==> src/rtl/imem_loader_pkg.sv <==
// Shared types and constants for the boot-time instruction-memory loader.
package imem_loader_pkg;

    typedef enum logic [2:0] {
        ST_IDLE = 3'd0,
        ST_HDR0 = 3'd1,
        ST_HDR1 = 3'd2,
        ST_CLR  = 3'd3,
        ST_DATA = 3'd4,
        ST_CHK  = 3'd5,
        ST_RUN  = 3'd6
    } loader_state_t;

    localparam logic [7:0] SYNC_BYTE   = 8'hA5;

    localparam logic [1:0] ERR_NONE    = 2'd0;
    localparam logic [1:0] ERR_LEN     = 2'd1;
    localparam logic [1:0] ERR_CHK     = 2'd2;
    localparam logic [1:0] ERR_TIMEOUT = 2'd3;

    // States that belong to an in-flight frame.
    function automatic logic is_frame_state(input loader_state_t s);
        logic r_hit;
        case (s)
            ST_HDR0, ST_HDR1, ST_CLR, ST_DATA, ST_CHK: r_hit = 1'b1;
            default:                                   r_hit = 1'b0;
        endcase
        return r_hit;
    endfunction

endpackage

==> src/rtl/imem_loader_if.sv <==
// Byte-stream input and instruction-memory write port of the loader.
interface imem_loader_if;
    logic [7:0]  rx_data;
    logic        rx_valid;
    logic        rx_ready;
    logic [31:0] imem_write_instr;
    logic        imem_write_en;

    modport master (
        input  rx_data,
        input  rx_valid,
        output rx_ready,
        output imem_write_instr,
        output imem_write_en
    );

    modport slave (
        output rx_data,
        output rx_valid,
        input  rx_ready,
        input  imem_write_instr,
        input  imem_write_en
    );
endinterface

==> src/rtl/imem_loader.sv <==
// Framed byte-stream program loader: assembles 32-bit words, writes them to
// instruction memory and starts the core once the frame checksum verifies.
module imem_loader
    import imem_loader_pkg::*;
#(
    parameter int MAX_WORDS      = 256,
    parameter int TIMEOUT_CYCLES = 1_000_000
) (
    input  logic                           clk,
    input  logic                           reset_n,
    imem_loader_if.master                  bus,
    output logic                           cpu_reset,
    output logic                           cpu_start,
    output logic                           busy,
    output logic [1:0]                     err,
    output logic [$clog2(MAX_WORDS+1)-1:0] words_loaded
);

    localparam int WL_W  = $clog2(MAX_WORDS + 1);
    localparam int TMO_W = $clog2(TIMEOUT_CYCLES + 1);
    localparam logic [TMO_W-1:0] TMO_LAST = TMO_W'(TIMEOUT_CYCLES - 1);
    localparam logic [16:0]      MAX_LEN  = 17'(MAX_WORDS);

    loader_state_t    r_state;
    loader_state_t    w_state_nxt;

    logic             r_rx_ready;
    logic             r_write_en;
    logic [31:0]      r_write_instr;
    logic             r_cpu_reset;
    logic             r_cpu_start;
    logic             r_busy;
    logic [1:0]       r_err;
    logic [WL_W-1:0]  r_words_loaded;

    logic [7:0]       r_len_lo;
    logic [WL_W-1:0]  r_len;
    logic [1:0]       r_byte_idx;
    logic [23:0]      r_asm;
    logic [7:0]       r_chk;
    logic [TMO_W-1:0] r_tmo_cnt;

    logic             w_accept;
    logic             w_is_sync;
    logic [15:0]      w_len_full;
    logic             w_len_bad;
    logic             w_word_done;
    logic [WL_W-1:0]  w_words_inc;
    logic             w_last_word;
    logic             w_counting;
    logic             w_timeout;

    logic             w_rx_ready_nxt;
    logic             w_write_en_nxt;
    logic             w_cpu_reset_nxt;
    logic             w_cpu_start_nxt;
    logic             w_busy_nxt;
    logic [1:0]       w_err_nxt;

    assign w_accept    = bus.rx_valid & r_rx_ready;
    assign w_is_sync   = (bus.rx_data == SYNC_BYTE);
    assign w_len_full  = {bus.rx_data, r_len_lo};
    assign w_len_bad   = (w_len_full == 16'd0) || ({1'b0, w_len_full} > MAX_LEN);
    assign w_word_done = (r_state == ST_DATA) && w_accept && (r_byte_idx == 2'd3);
    assign w_words_inc = r_words_loaded + WL_W'(1);
    assign w_last_word = (w_words_inc == r_len);
    assign w_counting  = (r_state == ST_HDR0) || (r_state == ST_HDR1) ||
                         (r_state == ST_DATA) || (r_state == ST_CHK);
    // A byte arriving on the expiry cycle wins over the timeout.
    assign w_timeout   = w_counting && !w_accept && (r_tmo_cnt == TMO_LAST);

    // State register.
    always_ff @(posedge clk or negedge reset_n) begin
        if (!reset_n) begin
            r_state <= ST_IDLE;
        end else begin
            r_state <= w_state_nxt;
        end
    end

    // Next-state decode.
    always_comb begin
        w_state_nxt = r_state;
        case (r_state)
            ST_IDLE: begin
                if (w_accept && w_is_sync) w_state_nxt = ST_HDR0;
                else                       w_state_nxt = ST_IDLE;
            end
            ST_HDR0: begin
                if (w_timeout)     w_state_nxt = ST_IDLE;
                else if (w_accept) w_state_nxt = ST_HDR1;
                else               w_state_nxt = ST_HDR0;
            end
            ST_HDR1: begin
                if (w_timeout)     w_state_nxt = ST_IDLE;
                else if (w_accept) w_state_nxt = w_len_bad ? ST_IDLE : ST_CLR;
                else               w_state_nxt = ST_HDR1;
            end
            ST_CLR:  w_state_nxt = ST_DATA;
            ST_DATA: begin
                if (w_timeout)                      w_state_nxt = ST_IDLE;
                else if (w_word_done && w_last_word) w_state_nxt = ST_CHK;
                else                                w_state_nxt = ST_DATA;
            end
            ST_CHK: begin
                if (w_timeout)     w_state_nxt = ST_IDLE;
                else if (w_accept) w_state_nxt = (bus.rx_data == r_chk) ? ST_RUN : ST_IDLE;
                else               w_state_nxt = ST_CHK;
            end
            ST_RUN: begin
                if (w_accept && w_is_sync) w_state_nxt = ST_HDR0;
                else                       w_state_nxt = ST_RUN;
            end
            default: w_state_nxt = ST_IDLE;
        endcase
    end

    // Output decode; values are registered so they track the entered state.
    always_comb begin
        w_rx_ready_nxt  = (w_state_nxt != ST_CLR);
        w_busy_nxt      = is_frame_state(w_state_nxt);
        w_cpu_start_nxt = (w_state_nxt == ST_RUN);
        w_write_en_nxt  = w_word_done;
        w_cpu_reset_nxt = r_cpu_reset;
        case (w_state_nxt)
            ST_IDLE, ST_CLR: w_cpu_reset_nxt = 1'b1;
            ST_RUN:          w_cpu_reset_nxt = 1'b0;
            default:         w_cpu_reset_nxt = r_cpu_reset;
        endcase
        w_err_nxt = r_err;
        if (w_timeout) begin
            w_err_nxt = ERR_TIMEOUT;
        end else if (w_accept && w_is_sync && ((r_state == ST_IDLE) || (r_state == ST_RUN))) begin
            w_err_nxt = ERR_NONE;
        end else if (w_accept && (r_state == ST_HDR1) && w_len_bad) begin
            w_err_nxt = ERR_LEN;
        end else if (w_accept && (r_state == ST_CHK) && (bus.rx_data != r_chk)) begin
            w_err_nxt = ERR_CHK;
        end else begin
            w_err_nxt = r_err;
        end
    end

    // Registered outputs.
    always_ff @(posedge clk or negedge reset_n) begin
        if (!reset_n) begin
            r_rx_ready    <= 1'b1;
            r_write_en    <= 1'b0;
            r_write_instr <= 32'd0;
            r_cpu_reset   <= 1'b1;
            r_cpu_start   <= 1'b0;
            r_busy        <= 1'b0;
            r_err         <= ERR_NONE;
        end else begin
            r_rx_ready  <= w_rx_ready_nxt;
            r_write_en  <= w_write_en_nxt;
            r_cpu_reset <= w_cpu_reset_nxt;
            r_cpu_start <= w_cpu_start_nxt;
            r_busy      <= w_busy_nxt;
            r_err       <= w_err_nxt;
            if (w_word_done) r_write_instr <= {bus.rx_data, r_asm};
            else             r_write_instr <= r_write_instr;
        end
    end

    // Header latch, little-endian word assembly, checksum and word count.
    always_ff @(posedge clk or negedge reset_n) begin
        if (!reset_n) begin
            r_len_lo       <= 8'd0;
            r_len          <= '0;
            r_byte_idx     <= 2'd0;
            r_asm          <= 24'd0;
            r_chk          <= 8'd0;
            r_words_loaded <= '0;
        end else begin
            case (r_state)
                ST_HDR0: if (w_accept) r_len_lo <= bus.rx_data;
                ST_HDR1: if (w_accept) r_len <= WL_W'(w_len_full);
                ST_CLR: begin
                    r_byte_idx     <= 2'd0;
                    r_asm          <= 24'd0;
                    r_chk          <= 8'd0;
                    r_words_loaded <= '0;
                end
                ST_DATA: begin
                    if (w_accept) begin
                        r_byte_idx <= r_byte_idx + 2'd1;
                        r_asm      <= {bus.rx_data, r_asm[23:8]};
                        r_chk      <= r_chk ^ bus.rx_data;
                    end
                    if (w_word_done) r_words_loaded <= w_words_inc;
                end
                default: r_len_lo <= r_len_lo;
            endcase
        end
    end

    // Inter-byte idle counter, live only while a frame is being received.
    always_ff @(posedge clk or negedge reset_n) begin
        if (!reset_n) begin
            r_tmo_cnt <= '0;
        end else if (!w_counting || w_accept || w_timeout) begin
            r_tmo_cnt <= '0;
        end else begin
            r_tmo_cnt <= r_tmo_cnt + TMO_W'(1);
        end
    end

    assign bus.rx_ready         = r_rx_ready;
    assign bus.imem_write_en    = r_write_en;
    assign bus.imem_write_instr = r_write_instr;
    assign cpu_reset            = r_cpu_reset;
    assign cpu_start            = r_cpu_start;
    assign busy                 = r_busy;
    assign err                  = r_err;
    assign words_loaded         = r_words_loaded;

endmodule
==> src/flat_wrapper.sv <==
// flat-port wrapper written by rule: the top's interface ports become plain ports
module imem_loader_flat import imem_loader_pkg::*;
#(
    parameter int MAX_WORDS      = 256,
    parameter int TIMEOUT_CYCLES = 1_000_000
)
  (clk, reset_n, cpu_reset, cpu_start, busy, err, words_loaded, bus_rx_data, bus_rx_valid, bus_rx_ready, bus_imem_write_instr, bus_imem_write_en);
  imem_loader_if bus_i ();
  input  logic clk;
  input  logic reset_n;
  output logic cpu_reset;
  output logic cpu_start;
  output logic busy;
  output logic [1:0] err;
  output logic [$clog2(MAX_WORDS+1)-1:0] words_loaded;
  input wire logic [$bits(bus_i.rx_data)-1:0] bus_rx_data;
  input wire logic [$bits(bus_i.rx_valid)-1:0] bus_rx_valid;
  output wire logic [$bits(bus_i.rx_ready)-1:0] bus_rx_ready;
  output wire logic [$bits(bus_i.imem_write_instr)-1:0] bus_imem_write_instr;
  output wire logic [$bits(bus_i.imem_write_en)-1:0] bus_imem_write_en;
  assign bus_i.rx_data = bus_rx_data;
  assign bus_i.rx_valid = bus_rx_valid;
  assign bus_rx_ready = bus_i.rx_ready;
  assign bus_imem_write_instr = bus_i.imem_write_instr;
  assign bus_imem_write_en = bus_i.imem_write_en;
  imem_loader #(.MAX_WORDS(MAX_WORDS), .TIMEOUT_CYCLES(TIMEOUT_CYCLES)) u_core (.clk(clk), .reset_n(reset_n), .bus(bus_i), .cpu_reset(cpu_reset), .cpu_start(cpu_start), .busy(busy), .err(err), .words_loaded(words_loaded));
endmodule
==> config.mk <==
export PLATFORM = sky130hd
export DESIGN_NAME = imem_loader_flat
export DESIGN_NICKNAME = d
export VERILOG_FILES = /design/src/rtl/imem_loader_pkg.sv /design/src/rtl/imem_loader_if.sv /design/src/rtl/imem_loader.sv /design/src/flat_wrapper.sv
export SDC_FILE = /design/constraint.sdc
export NUM_CORES = 1
export LEC_CHECK = 0
export CORE_ASPECT_RATIO = 0.8
export CORE_MARGIN = 2
export CORE_UTILIZATION = 56
export DETAILED_ROUTE_END_ITERATION = 12
export HOLD_SLACK_MARGIN = 0.12
export PLACE_DENSITY = 0.9
export REMOVE_ABC_BUFFERS = 1
export SLEW_MARGIN = 10
export SYNTH_ARGS = -nofsm -noshare
export SYNTH_HDL_FRONTEND = slang
export SYNTH_SLANG_ARGS = --single-unit
==> constraint.sdc <==
create_clock -name clk -period 3 [get_ports clk]
set_clock_uncertainty 0.2 [all_clocks]
set_input_delay 0.3 -clock clk [delete_from_list [all_inputs] [get_ports clk]]
set_output_delay 0.3 -clock clk [all_outputs]
set_load 0.05 [all_outputs]
# [Yosys cells after proc, flatten, opt, wreduce, memory -nomap -nowiden]
# Index checks and enable logic that the tools add are counted.
[op_classes] shift=0 magnitude_cmp=1 eq_ne=21 bitwise=2 addsub=3 n_reduce_logical=32 div_mod_pow=0 n_mux=28 mul=0
[op_table] op="$pmux 24 s2" n=1
[op_table] op="$mux 24" n=1
[op_table] op="$mux 3" n=8
[op_table] op="$pmux 3 s7" n=1
[op_table] op="$add 20x1->20 const B" n=1
[op_table] op="$eq 20x20->1 const B" n=1
[op_table] op="$mux 20" n=1
[op_table] op="$eq 3x3->1 const B" n=6
[op_table] op="$pmux 9 s2" n=1
[op_table] op="$gt 16x9->1 const B" n=1
[op_table] op="$logic_not 16->1" n=1
[op_table] op="$pmux 8 s2" n=1
[op_table] op="$mux 2" n=7
[op_table] op="$eq 3x2->1 const B" n=4
[op_table] op="$logic_and 1x1->1" n=11
[op_table] op="$add 9x1->9 const B" n=1
[op_table] op="$eq 9x9->1" n=1
[op_table] op="$mux 9" n=1
[op_table] op="$eq 8x8->1" n=1
[op_table] op="$eq 8x8->1 const B" n=1
[op_table] op="$mux 8" n=1
[op_table] op="$ne 8x8->1" n=1
[op_table] op="$reduce_and 2->1" n=4
[op_table] op="$xor 8x8->8" n=1
[op_table] op="16 further kinds" n=29
[totals] out_inout_bits=48 memories=0 input_bits=11 mem_bits_rw=0 elab_cells=102 latch_bits=0 regBits=122 mem_bits_ro=0

# [Depth between registers and ports, before layout]
# Gate-level depths: netlist (run 1).
[depth] ltp_word=11 depth_mapped=9 ltp_nobuf=8

# [Least setup slack after synthesis (run 1)]
# No wires, ideal clock.
[synth_timing] kind="register -> register" start="register u_core.r_words_loaded[0] (netlist: u_core.words_loaded[0])" end="register u_core.r_cpu_reset (netlist: u_core.cpu_reset)" path_stages_with_launch=9 n_path_buf=0 required_ps=2722 slack_ps=277 setup_time_ps=78 arrival_time_ps=2446 synth_period_minus_slack_ps=2723 cell_sequence="dfrtp_1 > ha_1 > xor2_1 > nor4_1 > o2111ai_1 > or4_1 > o21ai_2 > nor4b_2 > o21ba_1"
[synth_between] elab_chain_len=9 word_cells_on_any_way=12 classes_between="add/sub (1); eq/ne (3); mux (4); reduce/logical (4)"
[synth_rtl] item="from (decl)" line_no="imem_loader.sv:34" text="logic [WL_W-1:0] r_words_loaded;"
[synth_rtl] item="from (signal assigned)" line_no="imem_loader.sv:191" text="if (w_word_done) r_words_loaded <= w_words_inc;"
[synth_rtl] item="$add 9x1->9 (*)" line_no="imem_loader.sv:65" text="assign w_words_inc = r_words_loaded + WL_W'(1);"
[synth_rtl] item="$eq 9x9->1 (*)" line_no="imem_loader.sv:66" text="assign w_last_word = (w_words_inc == r_len);"
[synth_rtl] item="$logic_and 1x1->1 (*)" line_no="imem_loader.sv:102" text="else if (w_word_done && w_last_word) w_state_nxt = ST_CHK;"
[synth_rtl] item="$mux 1 (*)" line_no="imem_loader.sv:102"
[synth_rtl] item="$mux 3 (*)" line_no="imem_loader.sv:101" text="if (w_timeout) w_state_nxt = ST_IDLE;"
[synth_rtl] item="$pmux 3 s7 (*)" line_no="imem_loader.sv:84" text="case (r_state)"
[synth_rtl] item="named net u_core.w_state_nxt[0]" line_no="imem_loader.sv:25" text="loader_state_t w_state_nxt;"
[synth_rtl] item="$eq 3x2->1 or $logic_not 3->1 (tied branches)" line_no="imem_loader.sv:125" text="case (w_state_nxt)"
[synth_rtl] item="$reduce_or 2->1" line_no="imem_loader.sv:125"
[synth_rtl] item="$pmux 1 s2 or $reduce_bool 2->1 (tied branches)"
[synth_rtl] item="to (signal assigned)" line_no="imem_loader.sv:157" text="r_cpu_reset <= w_cpu_reset_nxt;"
[synth_rtl] item="to (decl)" line_no="imem_loader.sv:30" text="logic r_cpu_reset;"
# Mark *: on every way through the listed nets, which the timed path passes. The rest lies on a longest branch.
# A chain may end at the register's enable or synchronous reset.

# [Worst setup path after layout (run 1)]
[layout_timing] start="register u_core.r_state[2]" end="register u_core.r_cpu_reset (netlist: u_core.cpu_reset)"
[layout_between] elab_chain_len=11 word_cells_on_any_way=27 classes_between="eq/ne (8); mux (7); reduce/logical (12)"
[layout_rtl] item="from (decl)" line_no="imem_loader.sv:24" text="loader_state_t r_state;"
[layout_rtl] item="from (signal assigned)" line_no="imem_loader.sv:77" text="r_state <= w_state_nxt;"
[layout_rtl] item="$eq 3x1->1 or $eq 3x2->1 (tied branches)" line_no="imem_loader.sv:67, imem_loader.sv:84"
[layout_rtl] item="$logic_or 1x1->1 (2 in series)" line_no="imem_loader.sv:67" text="assign w_counting = (r_state == ST_HDR0) || (r_state == ST_HDR1) ||"
[layout_rtl] item="$logic_or 1x1->1" line_no="imem_loader.sv:68" text="(r_state == ST_DATA) || (r_state == ST_CHK);"
[layout_rtl] item="$logic_and 1x1->1 (2 in series)" line_no="imem_loader.sv:70" text="assign w_timeout = w_counting && !w_accept && (r_tmo_cnt == TMO_LAST);"
[layout_rtl] item="$mux 3 (on tied branches)"
[layout_rtl] item="$pmux 3 s7 (*)" line_no="imem_loader.sv:84"
[layout_rtl] item="$eq 3x2->1 or $logic_not 3->1 (tied branches)" line_no="imem_loader.sv:125"
[layout_rtl] item="$reduce_or 2->1" line_no="imem_loader.sv:125"
[layout_rtl] item="$pmux 1 s2 or $reduce_bool 2->1 (tied branches)"
# Mark *: on every way between the ends. The rest lies on a longest branch, timed or not.

==> impl_metrics.csv, run 1 <==
group,metric,value,unit
clock_network,cts_root_buf,"clkbuf_16",
pwr,powerDensity,1040,nW/um^2
placed_design,dpl-instance-area,6310,sq um
pwr,p_leak,0.00316,uW
pwr,p_comb_share,34.5,%
yosys,async_flop_share,100,%
yosys,avgSynthCellArea,10.2,sq um
global_route,grt-ovfl-total,0,
global_route,use_met3,6.61,%
pwr,ir_worst_vdd,0.000705,V
critical_path,crit_start,"u_core.r_state[2]$_DFF_PN0_",
yosys,ys_types,52,
timing,finalSetupViolations,0,
timing,hold_viol,0,
run,drv_cap,0,
critical_path,cp_slowest_stage_delay,590,ps
yosys,yosys_warnings,0,
global_route,use_met2,49.2,%
pwr,p_seq_share,34.5,%
layout,layout.cells.most_common_list,"120 x dfrtp_1, 91 x nand2_1, 57 x clkdlybuf4s50_1",
status,run_status,"completed",
yosys,synth-edff-count,0,
drt,drt-initial-drc-count,482,
worst_hold_path,hold_path_class,"input pin to async pin",
critical_path,crit_fanout,17,
clock_network,clkSlewWorstSetupHoldPaths,60,ps
pwr,internal_power,4440,uW
drt,wl,15000,um
floorplan,die_w,115,um
critical_path,cp.arrival,2930,ps
global_route,track_usage,29.8,%
pwr,clockPowerShare,31.0,%
clock_network,ctsHoldBuffers,1,
yosys,syn_area,5540,sq um
yosys,synthCells,542,
critical_path,worstRegToRegCells,7,
clock_network,cts_num_sinks,122,
timing,max_slew.worst_pin.slew,846,ps
floorplan,coreArea,9650,sq um
drt,drt-vias-per-instance,6.14,
yosys,netlist.area_leader.share,54.2,%
critical_path,path_cells,"nor3b_1 > o21ai_0 > nor3_1 > a311oi_1 > o21ai_0 > nor4b_2 > o21ba_1",
yosys,synthFlopType,"dfrtp_1",
placed_design,dp_hpwl,8900,um
yosys,synth-seq-cells,122,
placed_design,place.gp.congestion,0.941,
timing,relSlewSlack,43.6,%
timing,fin_crit,2770,ps
clock_network,h-tree-depth,4,
floorplan,start_util,57.5,%
yosys,seq_area_frac_synth,55.1,%
clock_network,cts.path.max_buffers,2,
critical_path,r2r-end,"u_core.cpu_reset$_DFFE_PN1P_",
critical_path,critical_path_class,"flip-flop to flip-flop",
critical_path,reg2reg_from,"u_core.r_state[2]$_DFF_PN0_",
floorplan,placementRows,32,
timing,max_freq,0.361,GHz
critical_path,endpoint_kind,"flip-flop",
yosys,yosys.area.top_type,"dfrtp_1",
pwr,p_sw,2840,uW
clock_network,clkLatencyLatePin,420,ps
clock_network,cts_tree,"built",
timing,period_share,92.3,%
critical_path,cp.required,3160,ps
yosys,ys_top_cells_by_area,"dfrtp_1 54%, mux2_2 7.3%, nand2_1 6.2%, o21ai_0 4.5%, xor2_1 4.1%",
clock_network,ctsResizeCount,0,
timing,slew_violations,0,
drt,firstDrtPassIters,5,
layout,design_area,6970,sq um
critical_path,cp_num_buf_inv,0,
global_route,grt_pass1_wl,24400,um
floorplan,io_pins,59,
pwr,sw_frac_of_total,39.1,%
timing,hold_slack,202,ps
drt,drc,0,
placed_design,portBuffers,58,
drt,ant_nets,0,
pwr,finalPower,7280,uW
timing,rsz0062_at_grt,"false",
critical_path,crit_family,"simple AND/OR/NAND/NOR gates",
critical_path,crit_slowest_cell,"dfrtp_1",
layout,drive_above_1_share,14.9,%
layout,layout_commonest_cell,"dfrtp_1",
layout,fin_nets,625,
critical_path,crit_path_frequent_cell,"o21ai_0",
drt,dr_total_vias,4661,
clock_network,numCtsBuffers,17,
floorplan,fp.dieH,93.0,um
global_route,antenna_found_initial,0,
global_route,grt_most_used_layer,"met2",
critical_path,cp-start-kind,"flip-flop",
floorplan,dieArea,10700,sq um
layout,diodes,0,
layout,fillers,611,
layout,syn2layout_area_growth,25.7,%
global_route,grt_max_degree,59,
global_route,grt.met1_usage,37.2,%
clock_network,post_cts_buffers,0,
critical_path,r2r_setup_slack,230,ps
global_route,grt_pass1_vias,4817,
drt,wl_per_cell,19.7,um
## kinds of logic (layout without fill, tap and decap cells)
group	after synthesis	in the layout	synth area share, %
muxes	36	36	7.31
buffers and inverters	34	115	2.57
DFF	122	122	55.1
and+or+nand+nor	222	222	18.8
xor gates and xnor gates	37	37	5.85
AOI/OAI and AO/OA	88	88	9.68
adders and majority gates	3	3	0.677
## power groups by stage
stage          clock network, uW  logic [uW]  registers [uW]
6_report                    2260        2510            2510
5_1_grt                     2330        2670            2570
4_1_cts                     2250        2510            2500
3_5_place_dp                   0        2430            2500
3_3_place_gp                   0        2350            2460
2_1_floorplan                  0         786            3240
## cell usage after synthesis, types with 2 or more instances
master      n
a21oi_1     7
nor4b_1     2
clkbuf_1   13
nand2b_1    3
xnor2_1    11
buf_2       9
o21ai_0    50
ha_1        3
nor3b_1     2
o21a_1      3
nor2_1     49
or3_1       2
xor2_1     26
o41ai_1     2
o31ai_1     5
mux2_2     36
nand3_1    34
a32o_1      2
and4_1      2
and2_1      3
o21ba_1     2
inv_1      11
a31oi_1     3
nand2_1    91
and3_1      7
nor4b_2     2
o211ai_1    4
nor2b_1     3
nor3_1      5
nor4_1      5
dfrtp_1   120
dfstp_2     2
nand4_1     4
## routing by layer
| metal | vias up | wire (um) |
|---|---|---|
| met4 | 0 | 625 |
| met3 | 65 | 1050 |
| met2 | 255 | 7500 |
| met1 | 2322 | 5800 |
| li1 | 2019 | - |
| met5 | - | 0 |
## area by class of cell
| class | instances | area [sq um] | share of cell area, % |
|---|---|---|---|
| clock inverter | 14 | 221 | 3.18 |
| inverter | 11 | 41.3 | 0.592 |
| sequential | 122 | 3060 | 43.8 |
| tap | 136 | 170 | 2.44 |
| timing repair buffer | 73 | 706 | 10.1 |
| clock buffer | 17 | 425 | 6.10 |
| multi-input combinational | 386 | 2350 | 33.7 |
## through the flow
stage | utilization (%) | setup slack (ps) | setup TNS [ps] | std cells
after global placement | 65.4 | 308 | 0 | 727
after floorplan | - | -650 | -15470 | 519
final | 72.2 | 230 | 0 | 759
after detailed placement | 65.4 | 186 | 0 | 727
after CTS | 72.2 | 308 | 0 | 759
after global routing | 72.2 | 64.7 | 0 | 759
## how the worst max path moves through the flow
stage | to | slack (ps) | depth (start not counted)
3_3_place_gp | u_core.cpu_reset$_DFFE_PN1P_ | 310 | 7
2_1_floorplan | u_core.words_loaded[2]$_DFFE_PN0P_ | -650 | 7
5_1_grt | u_core.cpu_reset$_DFFE_PN1P_ | 60 | 7
3_5_place_dp | u_core.cpu_reset$_DFFE_PN1P_ | 190 | 8
4_1_cts | u_core.cpu_reset$_DFFE_PN1P_ | 310 | 8
6_report | u_core.cpu_reset$_DFFE_PN1P_ | 230 | 7
## flip-flops by register name (all words and copies together) (netlist names)
| register | flops |
|---|---|
| u_core.bus.imem_write_en | 1 |
| u_core.r_state | 3 |
| u_core.err | 2 |
| u_core.r_asm | 24 |
| u_core.r_tmo_cnt | 20 |
| u_core.bus.rx_ready | 1 |
| u_core.r_byte_idx | 2 |
| u_core.r_len | 9 |
| u_core.bus.imem_write_instr | 32 |
| u_core.cpu_start | 1 |
| u_core.busy | 1 |
| u_core.r_chk | 8 |
| u_core.cpu_reset | 1 |
| u_core.words_loaded | 9 |
| u_core.r_len_lo | 8 |
No activity file was read; power rests on OpenSTA's default activity.
==> run 2, diff against run 1 <==
Settings changed: CORE_UTILIZATION 56 to 53, PLACE_DENSITY 0.9 to 0.86.
==> run 2 against run 1 <==
Final cell count rose by 0.79%. Clock power fell by 3%. Core utilization fell by 3.8 points. Maximum frequency increased by 1.2%. Critical path type unchanged.
==> impl_metrics.csv, run 2 (synthesized netlist as in run 1, its figures left out) <==
group,metric,value,unit
status,run_status,"completed",
layout,drive_above_1_share,14.9,%
global_route,grt_most_used_layer,"met2",
timing,rsz0062_at_grt,"false",
timing,relSlewSlack,57.8,%
timing,hold_slack,250,ps
clock_network,numCtsBuffers,17,
timing,slew_violations,0,
pwr,finalPower,7160,uW
floorplan,start_util,54.4,%
critical_path,cp-start-kind,"flip-flop",
global_route,grt-ovfl-total,0,
critical_path,reg2reg_from,"u_core.words_loaded[1]$_DFFE_PN0P_",
drt,ant_nets,0,
clock_network,cts_num_sinks,122,
clock_network,post_cts_buffers,0,
clock_network,ctsResizeCount,0,
layout,layout.cells.most_common_list,"120 x dfrtp_1, 91 x nand2_1, 57 x clkdlybuf4s50_1",
timing,max_freq,0.365,GHz
critical_path,critical_path_class,"flip-flop to flip-flop",
timing,finalSetupViolations,0,
global_route,antenna_found_initial,0,
critical_path,cp.arrival,2880,ps
global_route,grt_pass1_wl,22300,um
floorplan,io_pins,59,
timing,period_share,91.2,%
layout,seqCellArea,3060,sq um
global_route,track_usage,25.5,%
clock_network,cts_tree,"built",
floorplan,die_w,118,um
global_route,grt.met1_usage,32.1,%
floorplan,fp.dieH,95.5,um
layout,fin_nets,626,
pwr,ir_worst_vdd,0.000785,V
global_route,grt_max_degree,53,
layout,diodes,0,
pwr,p_sw,2740,uW
pwr,p_seq_share,34.8,%
layout,fillers,740,
pwr,sw_frac_of_total,38.3,%
drt,wl,13700,um
layout,layout_commonest_cell,"dfrtp_1",
clock_network,clkLatencyLatePin,420,ps
layout,multi_input_area,2350,sq um
placed_design,dp_hpwl,9050,um
critical_path,cp.required,3150,ps
critical_path,crit_fanout,7,
pwr,p_comb_share,34.5,%
run,drv_cap,0,
floorplan,placementRows,33,
pwr,internal_power,4420,uW
timing,max_slew.worst_pin.slew,633,ps
drt,drt-vias-per-instance,5.80,
drt,drt-initial-drc-count,418,
critical_path,crit_start,"u_core.words_loaded[1]$_DFFE_PN0P_",
timing,hold_viol,0,
global_route,grt_pass1_vias,4508,
critical_path,endpoint_kind,"flip-flop",
worst_hold_path,hold_path_class,"input pin to async pin",
floorplan,dieArea,11300,sq um
pwr,clockPowerShare,30.6,%
clock_network,clkSlewWorstSetupHoldPaths,60,ps
drt,dr_total_vias,4438,
clock_network,cts.path.max_buffers,2,
layout,syn2layout_area_growth,25.9,%
clock_network,h-tree-depth,4,
layout,largest_register_ffs,32,
placed_design,portBuffers,58,
drt,wl_per_cell,18.0,um
critical_path,r2r-end,"u_core.cpu_reset$_DFFE_PN1P_",
critical_path,worstRegToRegCells,8,
drt,drc,0,
critical_path,r2r_setup_slack,260,ps
placed_design,place.gp.congestion,0.896,
pwr,p_leak,0.00316,uW
floorplan,coreArea,10200,sq um
drt,firstDrtPassIters,7,
timing,fin_crit,2740,ps
pwr,powerDensity,1030,nW/um^2
clock_network,ctsHoldBuffers,1,
global_route,use_met2,42.3,%
global_route,use_met3,5.56,%
clock_network,cts_root_buf,"clkbuf_16",
==> run 2: cell count changes in the layout (fill, tap and decap cells not counted), sizes merged <==
| cell | delta |
|---|---|
| clkinv | -2 |
| buf | +1 |
| clkbuf | +4 |
| bufinv | -1 |
==> run 2: layer usage <==
metal  wire length (um)  vias up
met2               6920      197
met5                  0        -
met3                859       32
li1                   -     2010
met1               5650     2199
met4                307        0
==> run 2: worst max path at each step <==
stage                                               endpoint  slack [ps]  cells after the start
after floorplan           u_core.words_loaded[2]$_DFFE_PN0P_        -650                      7
after global placement          u_core.cpu_reset$_DFFE_PN1P_         270                      7
after detailed placement        u_core.cpu_reset$_DFFE_PN1P_         150                      7
after CTS                       u_core.cpu_reset$_DFFE_PN1P_         310                      8
after global routing            u_core.cpu_reset$_DFFE_PN1P_         140                      8
final                           u_core.cpu_reset$_DFFE_PN1P_         260                      8
==> run 2: stage by stage <==
stage | area [sq um] | setup WS (ps) | std cells | setup TNS, ps | utilization (%)
after global routing | 6980 | 141 | 765 | 0 | 68.4
after floorplan | 5440 | -650 | 519 | -15470 | -
after detailed placement | 6330 | 147 | 732 | 0 | 62.1
final | 6980 | 263 | 765 | 0 | 68.4
after CTS | 6980 | 308 | 765 | 0 | 68.4
after global placement | 6330 | 265 | 732 | 0 | 62.1
==> run 2: layout make-up <==
cell class	instances	share of cell area [%]
Clock buffer	21	6.74
Clock inverter	11	2.38
Inverter	11	0.592
Multi-Input combinational cell	386	33.6
Sequential cell	122	43.8
Tap cell	140	2.51
Timing Repair Buffer	74	10.4
==> run 2: worst max-delay path, stage by stage (launching register included) <==
cell	delay, ps
dfrtp_1	470
ha_1	340
xor2_1	150
nor4_1	310
o2111ai_1	170
or4_1	560
o21ai_2	200
nor4b_2	80
o21ba_1	190
==> run 2: power groups by stage <==
| stage | registers [uW] | clock network [uW] | logic, uW |
|---|---|---|---|
| floorplan | 3240 | 0 | 786 |
| global placement | 2470 | 0 | 2370 |
| detailed placement | 2500 | 0 | 2440 |
| CTS | 2490 | 2210 | 2480 |
| global route | 2540 | 2290 | 2640 |
| finish | 2490 | 2200 | 2470 |
